[src/rtl/ddr3_bringup_sequencer_if.sv]
// DDR3 bring-up sequencer signal bundle.
// The master side drives PLL lock and init-complete; the slave side returns resets and status.
interface ddr3_bringup_sequencer_if;
  logic       PLL_LOCK;
  logic       DDR3_INIT_IN;
  logic       PLL_RESET;
  logic       DDR3_RSTN_OUT;
  logic       SOC_HW_RSTN;
  logic       READY;
  logic       FAIL;
  logic [1:0] RETRY_CNT;
  logic [2:0] STATE;

  modport master (
    output PLL_LOCK, DDR3_INIT_IN,
    input  PLL_RESET, DDR3_RSTN_OUT, SOC_HW_RSTN,
    input  READY, FAIL, RETRY_CNT, STATE
  );

  modport slave (
    input  PLL_LOCK, DDR3_INIT_IN,
    output PLL_RESET, DDR3_RSTN_OUT, SOC_HW_RSTN,
    output READY, FAIL, RETRY_CNT, STATE
  );
endinterface

[src/rtl/ddr3_bringup_sequencer.sv]
// DDR3 power-up/recovery sequencer: ordered reset release, calibration timeout, bounded PLL retry.
// Define DDR3_SEQ_WATCHDOG_EN to make RUN fall back to RETRY on lock or init loss.
module ddr3_bringup_sequencer #(
  parameter int LOCK_STABLE_CYC  = 1024,
  parameter int INIT_TIMEOUT_CYC = 1000000,
  parameter int STOP_HOLD_CYC    = 64,
  parameter int MAX_RETRY        = 3,
  parameter int CNT_W            = 20
) (
  input logic CLK,
  input logic RSTN,
  ddr3_bringup_sequencer_if.slave bus
);

  typedef enum logic [2:0] {
    S_WAIT_LOCK   = 3'd0,
    S_LOCK_STABLE = 3'd1,
    S_WAIT_INIT   = 3'd2,
    S_RUN         = 3'd3,
    S_RETRY       = 3'd4,
    S_FAIL        = 3'd5
  } state_t;

  localparam logic [CNT_W-1:0] LS_LAST = CNT_W'(LOCK_STABLE_CYC - 1);
  localparam logic [CNT_W-1:0] TO_LAST = CNT_W'(INIT_TIMEOUT_CYC - 1);
  localparam logic [CNT_W-1:0] HD_LAST = CNT_W'(STOP_HOLD_CYC - 1);
  localparam logic [1:0]       RT_MAX  = 2'(MAX_RETRY);

  logic             r_lock_s1;
  logic             r_lock_s2;
  logic             r_init_s1;
  logic             r_init_s2;
  state_t           r_state;
  logic [CNT_W-1:0] r_cnt;
  logic [1:0]       r_retry;
  logic             r_pll_reset;
  logic             r_ddr3_rstn;
  logic             r_soc_rstn;
  logic             r_ready;
  logic             r_fail;

  state_t           w_nxt;
  logic [CNT_W-1:0] w_cnt_nxt;
  logic [1:0]       w_retry_nxt;
  logic             w_fault;
  logic             w_lock_s;
  logic             w_init_s;

  assign w_lock_s = r_lock_s2;
  assign w_init_s = r_init_s2;

  always_ff @(posedge CLK or negedge RSTN) begin
    if (!RSTN) begin
      r_lock_s1 <= 1'b0;
      r_lock_s2 <= 1'b0;
      r_init_s1 <= 1'b0;
      r_init_s2 <= 1'b0;
    end else begin
      r_lock_s1 <= bus.PLL_LOCK;
      r_lock_s2 <= r_lock_s1;
      r_init_s1 <= bus.DDR3_INIT_IN;
      r_init_s2 <= r_init_s1;
    end
  end

  always_comb begin
    w_nxt       = r_state;
    w_retry_nxt = r_retry;
    w_fault     = 1'b0;
    unique case (r_state)
      S_WAIT_LOCK: begin
        if (w_lock_s) w_nxt = S_LOCK_STABLE;
      end
      S_LOCK_STABLE: begin
        if (!w_lock_s)             w_nxt = S_WAIT_LOCK;
        else if (r_cnt == LS_LAST) w_nxt = S_WAIT_INIT;
      end
      S_WAIT_INIT: begin
        if (!w_lock_s)             w_nxt = S_WAIT_LOCK;
        else if (w_init_s)         w_nxt = S_RUN;
        else if (r_cnt == TO_LAST) w_fault = 1'b1;
      end
      S_RUN: begin
`ifdef DDR3_SEQ_WATCHDOG_EN
        if (!w_lock_s || !w_init_s) w_fault = 1'b1;
`endif
      end
      S_RETRY: begin
        if (r_cnt == HD_LAST) w_nxt = S_WAIT_LOCK;
      end
      S_FAIL: w_nxt = S_FAIL;
      default: w_nxt = S_WAIT_LOCK;
    endcase
    // A fault only retries while budget remains; otherwise it is terminal.
    if (w_fault) begin
      if (r_retry < RT_MAX) begin
        w_nxt       = S_RETRY;
        w_retry_nxt = r_retry + 2'd1;
      end else begin
        w_nxt = S_FAIL;
      end
    end
    w_cnt_nxt = (w_nxt != r_state) ? '0 : r_cnt + CNT_W'(1);
  end

  always_ff @(posedge CLK or negedge RSTN) begin
    if (!RSTN) begin
      r_state     <= S_WAIT_LOCK;
      r_cnt       <= '0;
      r_retry     <= 2'd0;
      r_pll_reset <= 1'b0;
      r_ddr3_rstn <= 1'b0;
      r_soc_rstn  <= 1'b0;
      r_ready     <= 1'b0;
      r_fail      <= 1'b0;
    end else begin
      r_state     <= w_nxt;
      r_cnt       <= w_cnt_nxt;
      r_retry     <= w_retry_nxt;
      r_pll_reset <= (w_nxt == S_RETRY);
      r_ddr3_rstn <= (w_nxt == S_WAIT_INIT) || (w_nxt == S_RUN);
      r_soc_rstn  <= (w_nxt == S_RUN);
      r_ready     <= (w_nxt == S_RUN);
      r_fail      <= r_fail || (w_nxt == S_FAIL);
    end
  end

  assign bus.PLL_RESET     = r_pll_reset;
  assign bus.DDR3_RSTN_OUT = r_ddr3_rstn;
  assign bus.SOC_HW_RSTN   = r_soc_rstn;
  assign bus.READY         = r_ready;
  assign bus.FAIL          = r_fail;
  assign bus.RETRY_CNT     = r_retry;
  assign bus.STATE         = r_state;

endmodule

[src/flat_wrapper.sv]
// flat-port wrapper written by rule: the top's interface ports become plain ports
module ddr3_bringup_sequencer_flat 
#(
  parameter int LOCK_STABLE_CYC  = 1024,
  parameter int INIT_TIMEOUT_CYC = 1000000,
  parameter int STOP_HOLD_CYC    = 64,
  parameter int MAX_RETRY        = 3,
  parameter int CNT_W            = 20
)
  (CLK, RSTN, bus_PLL_LOCK, bus_DDR3_INIT_IN, bus_PLL_RESET, bus_DDR3_RSTN_OUT, bus_SOC_HW_RSTN, bus_READY, bus_FAIL, bus_RETRY_CNT, bus_STATE);
  ddr3_bringup_sequencer_if bus_i ();
  input logic CLK;
  input logic RSTN;
  input wire logic [$bits(bus_i.PLL_LOCK)-1:0] bus_PLL_LOCK;
  input wire logic [$bits(bus_i.DDR3_INIT_IN)-1:0] bus_DDR3_INIT_IN;
  output wire logic [$bits(bus_i.PLL_RESET)-1:0] bus_PLL_RESET;
  output wire logic [$bits(bus_i.DDR3_RSTN_OUT)-1:0] bus_DDR3_RSTN_OUT;
  output wire logic [$bits(bus_i.SOC_HW_RSTN)-1:0] bus_SOC_HW_RSTN;
  output wire logic [$bits(bus_i.READY)-1:0] bus_READY;
  output wire logic [$bits(bus_i.FAIL)-1:0] bus_FAIL;
  output wire logic [$bits(bus_i.RETRY_CNT)-1:0] bus_RETRY_CNT;
  output wire logic [$bits(bus_i.STATE)-1:0] bus_STATE;
  assign bus_i.PLL_LOCK = bus_PLL_LOCK;
  assign bus_i.DDR3_INIT_IN = bus_DDR3_INIT_IN;
  assign bus_PLL_RESET = bus_i.PLL_RESET;
  assign bus_DDR3_RSTN_OUT = bus_i.DDR3_RSTN_OUT;
  assign bus_SOC_HW_RSTN = bus_i.SOC_HW_RSTN;
  assign bus_READY = bus_i.READY;
  assign bus_FAIL = bus_i.FAIL;
  assign bus_RETRY_CNT = bus_i.RETRY_CNT;
  assign bus_STATE = bus_i.STATE;
  ddr3_bringup_sequencer #(.LOCK_STABLE_CYC(LOCK_STABLE_CYC), .INIT_TIMEOUT_CYC(INIT_TIMEOUT_CYC), .STOP_HOLD_CYC(STOP_HOLD_CYC), .MAX_RETRY(MAX_RETRY), .CNT_W(CNT_W)) u_core (.CLK(CLK), .RSTN(RSTN), .bus(bus_i));
endmodule
[config.mk]
export PLATFORM = sky130hd
export DESIGN_NAME = ddr3_bringup_sequencer_flat
export DESIGN_NICKNAME = d
export VERILOG_FILES = /design/src/rtl/ddr3_bringup_sequencer_if.sv /design/src/rtl/ddr3_bringup_sequencer.sv /design/src/flat_wrapper.sv
export SDC_FILE = /design/constraint.sdc
export NUM_CORES = 1
export LEC_CHECK = 0
export ABC_AREA = 1
export BUFFER_PORTS_ARGS = -buffer_cell sky130_fd_sc_hd__buf_2
export CAP_MARGIN = 20
export CORE_MARGIN = 10
export CORE_UTILIZATION = 25
export CTS_CLUSTER_SIZE = 16
export DETAILED_ROUTE_END_ITERATION = 7
export PLACE_DENSITY = 0.38
export SLEW_MARGIN = 20
export SYNTH_ARGS = -nofsm -noshare
export SYNTH_HDL_FRONTEND = slang
export SYNTH_SLANG_ARGS = --single-unit
[constraint.sdc]
create_clock -name CLK -period 5.01 [get_ports CLK]
set_clock_uncertainty 0.2 [all_clocks]
set_input_delay 1.002 -clock CLK [delete_from_list [all_inputs] [get_ports CLK]]
set_output_delay 1.002 -clock CLK [all_outputs]
set_load 0.05 [all_outputs]
### Word level (Yosys, flattened, before mapping)

Cells that the tools add are included.

| operators by class | value |
|---|---|
| equal/unequal tests | 13 |
| muxes and demuxes | 14 |
| $add $sub $neg | 2 |
| $lt $le $gt $ge | 1 |
| reductions and logical operators | 4 |

Operator list:

| kind | count |
|---|---|
| 2-to-1 mux 3 bit | 7 |
| adder 20 x 1 -> 20 bit (second input constant) | 1 |
| equality test 20 x 10 -> 1 bit (second input constant) | 1 |
| equality test 20 bit (second input constant) | 1 |
| equality test 20 x 6 -> 1 bit (second input constant) | 1 |
| 2-to-1 mux 20 bit | 1 |
| case mux 3 bit (6 select lines) | 1 |
| equality test 3 x 2 -> 1 bit (second input constant) | 4 |
| equality test 3 bit (second input constant) | 4 |
| 2-to-1 mux 1 bit | 5 |
| equality test 3 x 1 -> 1 bit (second input constant) | 1 |
| zero test 3 bit | 1 |
| != test 3 bit | 1 |
| adder 2 x 1 -> 2 bit (second input constant) | 1 |
| logical OR 1 bit | 2 |
| less-than comparator 2 bit (second input constant) | 1 |
| AND reduction 2 bit | 1 |

| storage, ports and cells | value |
|---|---|
| register bits | 33 |
| output and inout port bits | 10 |
| word-level logic and storage cells | 45 |
| input port bits | 4 |

### Depth between registers and ports, before layout

| depth | value |
|---|---|
| word-level depth | 8 |
| gate-level depth with buffers | 15 |
| depth with buffers taken out | 14 |

### Worst setup path after synthesis

No wires, ideal clock.

| timing path | value |
|---|---|
| kind | register to register |
| start point | register u_core.r_state[1], in the netlist u_core.bus.STATE[1] |
| end point | register u_core.r_cnt[4] |
| cell stages (with the launch flop) | 13 |
| required time | 4689 ps |
| data arrival time | 1811 ps |
| slack | 2878 ps |
| buffers on the path | 1 |
| period minus slack after synthesis | 2132 ps |
| setup time | 121 ps |
| cells stage by stage | dfrtp_1 > inv_2 > nor2_2 > nand3_1 > nor2_2 > nand3_4 > nor2_4 > inv_2 > nand2_1 > nand2_1 > nand3_2 > buf_6 > nor2_2 |

| on the way | value |
|---|---|
| cells in the longest elaborated chain, start to end | 6 |
| elaborated cells between the ends (all ways) | 17 |
| those cells by class | eq/ne (6); mux (10); reduce/logical (1) |

RTL lines:

| element | line | text |
|---|---|---|
| start, declared | ddr3_bringup_sequencer.sv:33 | `state_t r_state;` |
| start signal, assigned | ddr3_bringup_sequencer.sv:117 | `r_state <= w_nxt;` |
| 2-to-1 mux 3 bit, on equally long branches | ddr3_bringup_sequencer.sv:80, ddr3_bringup_sequencer.sv:76 |  |
| 2-to-1 mux 3 bit, on equally long branches | ddr3_bringup_sequencer.sv:79, ddr3_bringup_sequencer.sv:75 |  |
| case mux 3 bit (6 select lines) | ddr3_bringup_sequencer.sv:70 | `unique case (r_state)` |
| 2-to-1 mux 3 bit | ddr3_bringup_sequencer.sv:95 | `if (w_fault) begin` |
| != test 3 bit (*) | ddr3_bringup_sequencer.sv:103 | `w_cnt_nxt = (w_nxt != r_state) ? '0 : r_cnt + CNT_W'(1);` |
| 2-to-1 mux 20 bit (*) | ddr3_bringup_sequencer.sv:103 |  |
| net u_core.w_cnt_nxt[4] | ddr3_bringup_sequencer.sv:43 | `logic [CNT_W-1:0] w_cnt_nxt;` |
| end signal, assigned | ddr3_bringup_sequencer.sv:118 | `r_cnt <= w_cnt_nxt;` |
| end, declared | ddr3_bringup_sequencer.sv:34 | `logic [CNT_W-1:0] r_cnt;` |

The timed path passes the listed nets; every way through them passes the cells marked *.
A chain may end at the register's enable or synchronous reset.

### Worst setup path in the final report

| timing path | value |
|---|---|
| start point | register u_core.r_cnt[0] |
| end point | register u_core.r_cnt[16] |

| on the way | value |
|---|---|
| cells in the longest elaborated chain, start to end | 8 |
| elaborated cells between the ends (all ways) | 15 |
| those cells by class | add/sub (1); eq/ne (4); mux (10) |

RTL lines:

| element | line | text |
|---|---|---|
| equality test 20 bit | ddr3_bringup_sequencer.sv:81 | `else if (r_cnt == TO_LAST) w_fault = 1'b1;` |
| 2-to-1 mux 1 bit | ddr3_bringup_sequencer.sv:81 |  |
| 2-to-1 mux 1 bit | ddr3_bringup_sequencer.sv:80 | `else if (w_init_s) w_nxt = S_RUN;` |
| 2-to-1 mux 1 bit | ddr3_bringup_sequencer.sv:79 | `if (!w_lock_s) w_nxt = S_WAIT_LOCK;` |
| 2-to-1 mux 1 bit | ddr3_bringup_sequencer.sv:70 |  |
| 2-to-1 mux 3 bit | ddr3_bringup_sequencer.sv:95 |  |
| != test 3 bit | ddr3_bringup_sequencer.sv:103 |  |
| 2-to-1 mux 20 bit (*) | ddr3_bringup_sequencer.sv:103 |  |
| net u_core.w_cnt_nxt[16] | ddr3_bringup_sequencer.sv:43 |  |

Marks and branches as above.

==> out/qor.yml <==
rsz0062_at_grt: "no"
cts_resized: 0
synth_top_area_cell: "dfrtp_1"
hold_buffers: 0
grt_usage_pct: 7.14
hp-start: "u_core.r_init_s1"
core_area_um2: 6830
critPathKind: "reg -> reg"
wl_per_cell_um: 11.3
drtAntennaViolNets: 0
hpwlAfterDp_um: 2700
worstSetupEndpointType: "register"
path_clk_slew_ns: 0.07
r2r_start: "u_core.r_cnt[0]"
ir_worst_vdd_mv: 0.110
die_x_um: 104
syn_inst: 198
synth_area_leaders: "dfrtp_1, nor2_2, nand2_1"
cts-root-buf: "clkbuf_8"
route.vias.total: 1210
yosysMostFrequentCell: "dfrtp_1"
clock_path_buffers: 2
max_freq_mhz: 389
crit_required_ns: 5.01
max_slew_margin_pct: 51.1
htree_levels: 2
place.gp.congestion: 0.805
yosys_warnings: 0
clock_latency_ns: 0.28
nets: 221
regToRegSetupSlack_ns: 2.44
via_per_inst: 3.88
die_area_um2: 10800
cts.sink_count: 33
worst_slew_pin_slew_ns: 0.733
outcome: "finished clean"
grt_first_pass_wirelength_um: 6330
cp_data_arrival_time_ns: 2.57
hold_path.class: "reg -> reg"
synthesis.area_um2: 1760
yosys_register_bits: 33
grt_max_degree: 34
drive_gt1_share_pct: 29.2
drc: 0
cap_viol_max_count: 0
ys.flop_type: "dfrtp_1"
fin_setup_tns_ns: 0
whs_path_depth: 0
yosys-top-cells-count: "dfrtp_1, nand2_1, nor2_2"
cts_setup_buffers: 0
wirelength_um: 3520
portBuffers: 13
area_growth_pct: 14.5
holdPathEnd: "u_core.r_init_s2"
setup_violations: 0
ys_seq_area_share_pct: 46.8
synth_fp_nets: 204
power.density_nw_per_um2: 282
power.leakage_uw: 0.000961
synth.distinct_cells: 26
antenna_found_initial: 0
reg2reg_depth: 13
drtIter0Drc: 69
grt_pass1_vias: 1239
synthArstFlopShare_pct: 100
dr.pass1.iters: 4
initial_core_util_pct: 25.8
cts_buffers: 5
hold_viol: 0
finalCriticalPeriod_ns: 2.57
top_register: "u_core.r_cnt"
largest_reg_flops: 20
worstReg2RegEnd: "u_core.r_cnt[16]"
ioPinCount: 14
synth-edff-count: 0
fp.dieH_um: 104
avgSynthCellArea_um2: 8.90
critical_path.max_fanout: 20
num_antenna_cells: 0
gr-total-overflow: 0
worstSetupStartpointType: "register"
cts_tree: "yes"
drv_slew: 0
synth_top_area_share_pct: 46.8
final_core_util_pct: 29.6
period_share_pct: 51.3
placementRows: 30
per-stage QoR:
step	hold WS [ns]	total power, uW	instances	area [um^2]	worst slack, ns
2_1_floorplan	0.131	345	198	1760	2.88
3_3_place_gp	0.133	359	304	1920	2.36
3_5_place_dp	0.136	358	304	1920	2.39
4_1_cts	0.152	585	312	2020	2.37
5_1_grt	0.159	599	312	2020	2.18
6_report	0.148	569	312	2020	2.44
cell usage in the layout (no fill, tap or decap), drive strengths merged:
| cell type | netlist | final |
|---|---|---|
| ha | 2 | 2 |
| nand2 | 36 | 36 |
| a21oi | 1 | 1 |
| xor2 | 11 | 11 |
| inv | 26 | 26 |
| nand3 | 13 | 13 |
| nor3 | 5 | 5 |
| nor2 | 48 | 48 |
| buf | 3 | 13 |
| o21bai | 1 | 1 |
| clkbuf | 0 | 7 |
| clkinv | 0 | 1 |
| nand4 | 7 | 7 |
| or2 | 2 | 2 |
| and3 | 1 | 1 |
| o21ai | 2 | 2 |
| xnor2 | 6 | 6 |
| nor4 | 1 | 1 |
| dfrtp | 33 | 33 |
cells by family after synthesis:
kind of cell	count (synthesis)	synth area share [%]
AOI/OAI and AO/OA	4	1.28
xor gates and xnor gates	17	8.45
and+or+nand+nor	113	34.8
adders and majority gates	2	1.42
DFF	33	46.8
buffers and inverters	29	7.24
layout make-up:
class	count	area, um^2
inverter	26	97.6
fill	766	4810
clock inverter	1	5.00
multi-input combinational	136	810
clock buffer	7	96.3
sequential	33	826
tap	96	120
timing repair buffer	13	65.1
metal layers:
metal	wire length (um)	share of wire [%]	track usage, %	vias to the layer above
li1	-	-	-	645
met3	124	3.5	2.48	5
met5	0	0	0	-
met4	42	1.2	2.98	0
met1	1850	53	9.41	547
met2	1500	43	10.3	13
worst max-delay path by stage:
stage,from,end,slack [ns]
6_report,u_core.r_cnt[0],u_core.r_cnt[16],2.44
3_5_place_dp,u_core.r_cnt[0],u_core.r_cnt[16],2.39
2_1_floorplan,u_core.bus.STATE[1],u_core.r_cnt[4],2.88
4_1_cts,u_core.r_cnt[0],u_core.r_cnt[16],2.37
5_1_grt,u_core.r_cnt[0],u_core.r_cnt[8],2.18
3_3_place_gp,u_core.r_cnt[0],u_core.r_cnt[15],2.36
worst max-delay path, stage by stage (launching register included):
cell and delay [ns]:
dfrtp_1 0.38, ha_1 0.21, nand2_2 0.07, nor2_4 0.13, nand2_2 0.11, nor2_4 0.14, nand3_1 0.11, nand2_1 0.09
nand2_2 0.07, nand2_1 0.06, nand2_1 0.05, nor2_2 0.10, nand3_2 0.51, nor2_2 0.25
where the power goes:
part           internal, uW  leakage (uW)  total (uW)  switching (uW)
combinational          18.3      0.000460        60.1            41.8
clock                   124     0.0000542         219            94.7
sequential              279      0.000447         290            11.3
total                   421      0.000961         569             148
No activity file was read; power rests on OpenSTA's default activity.
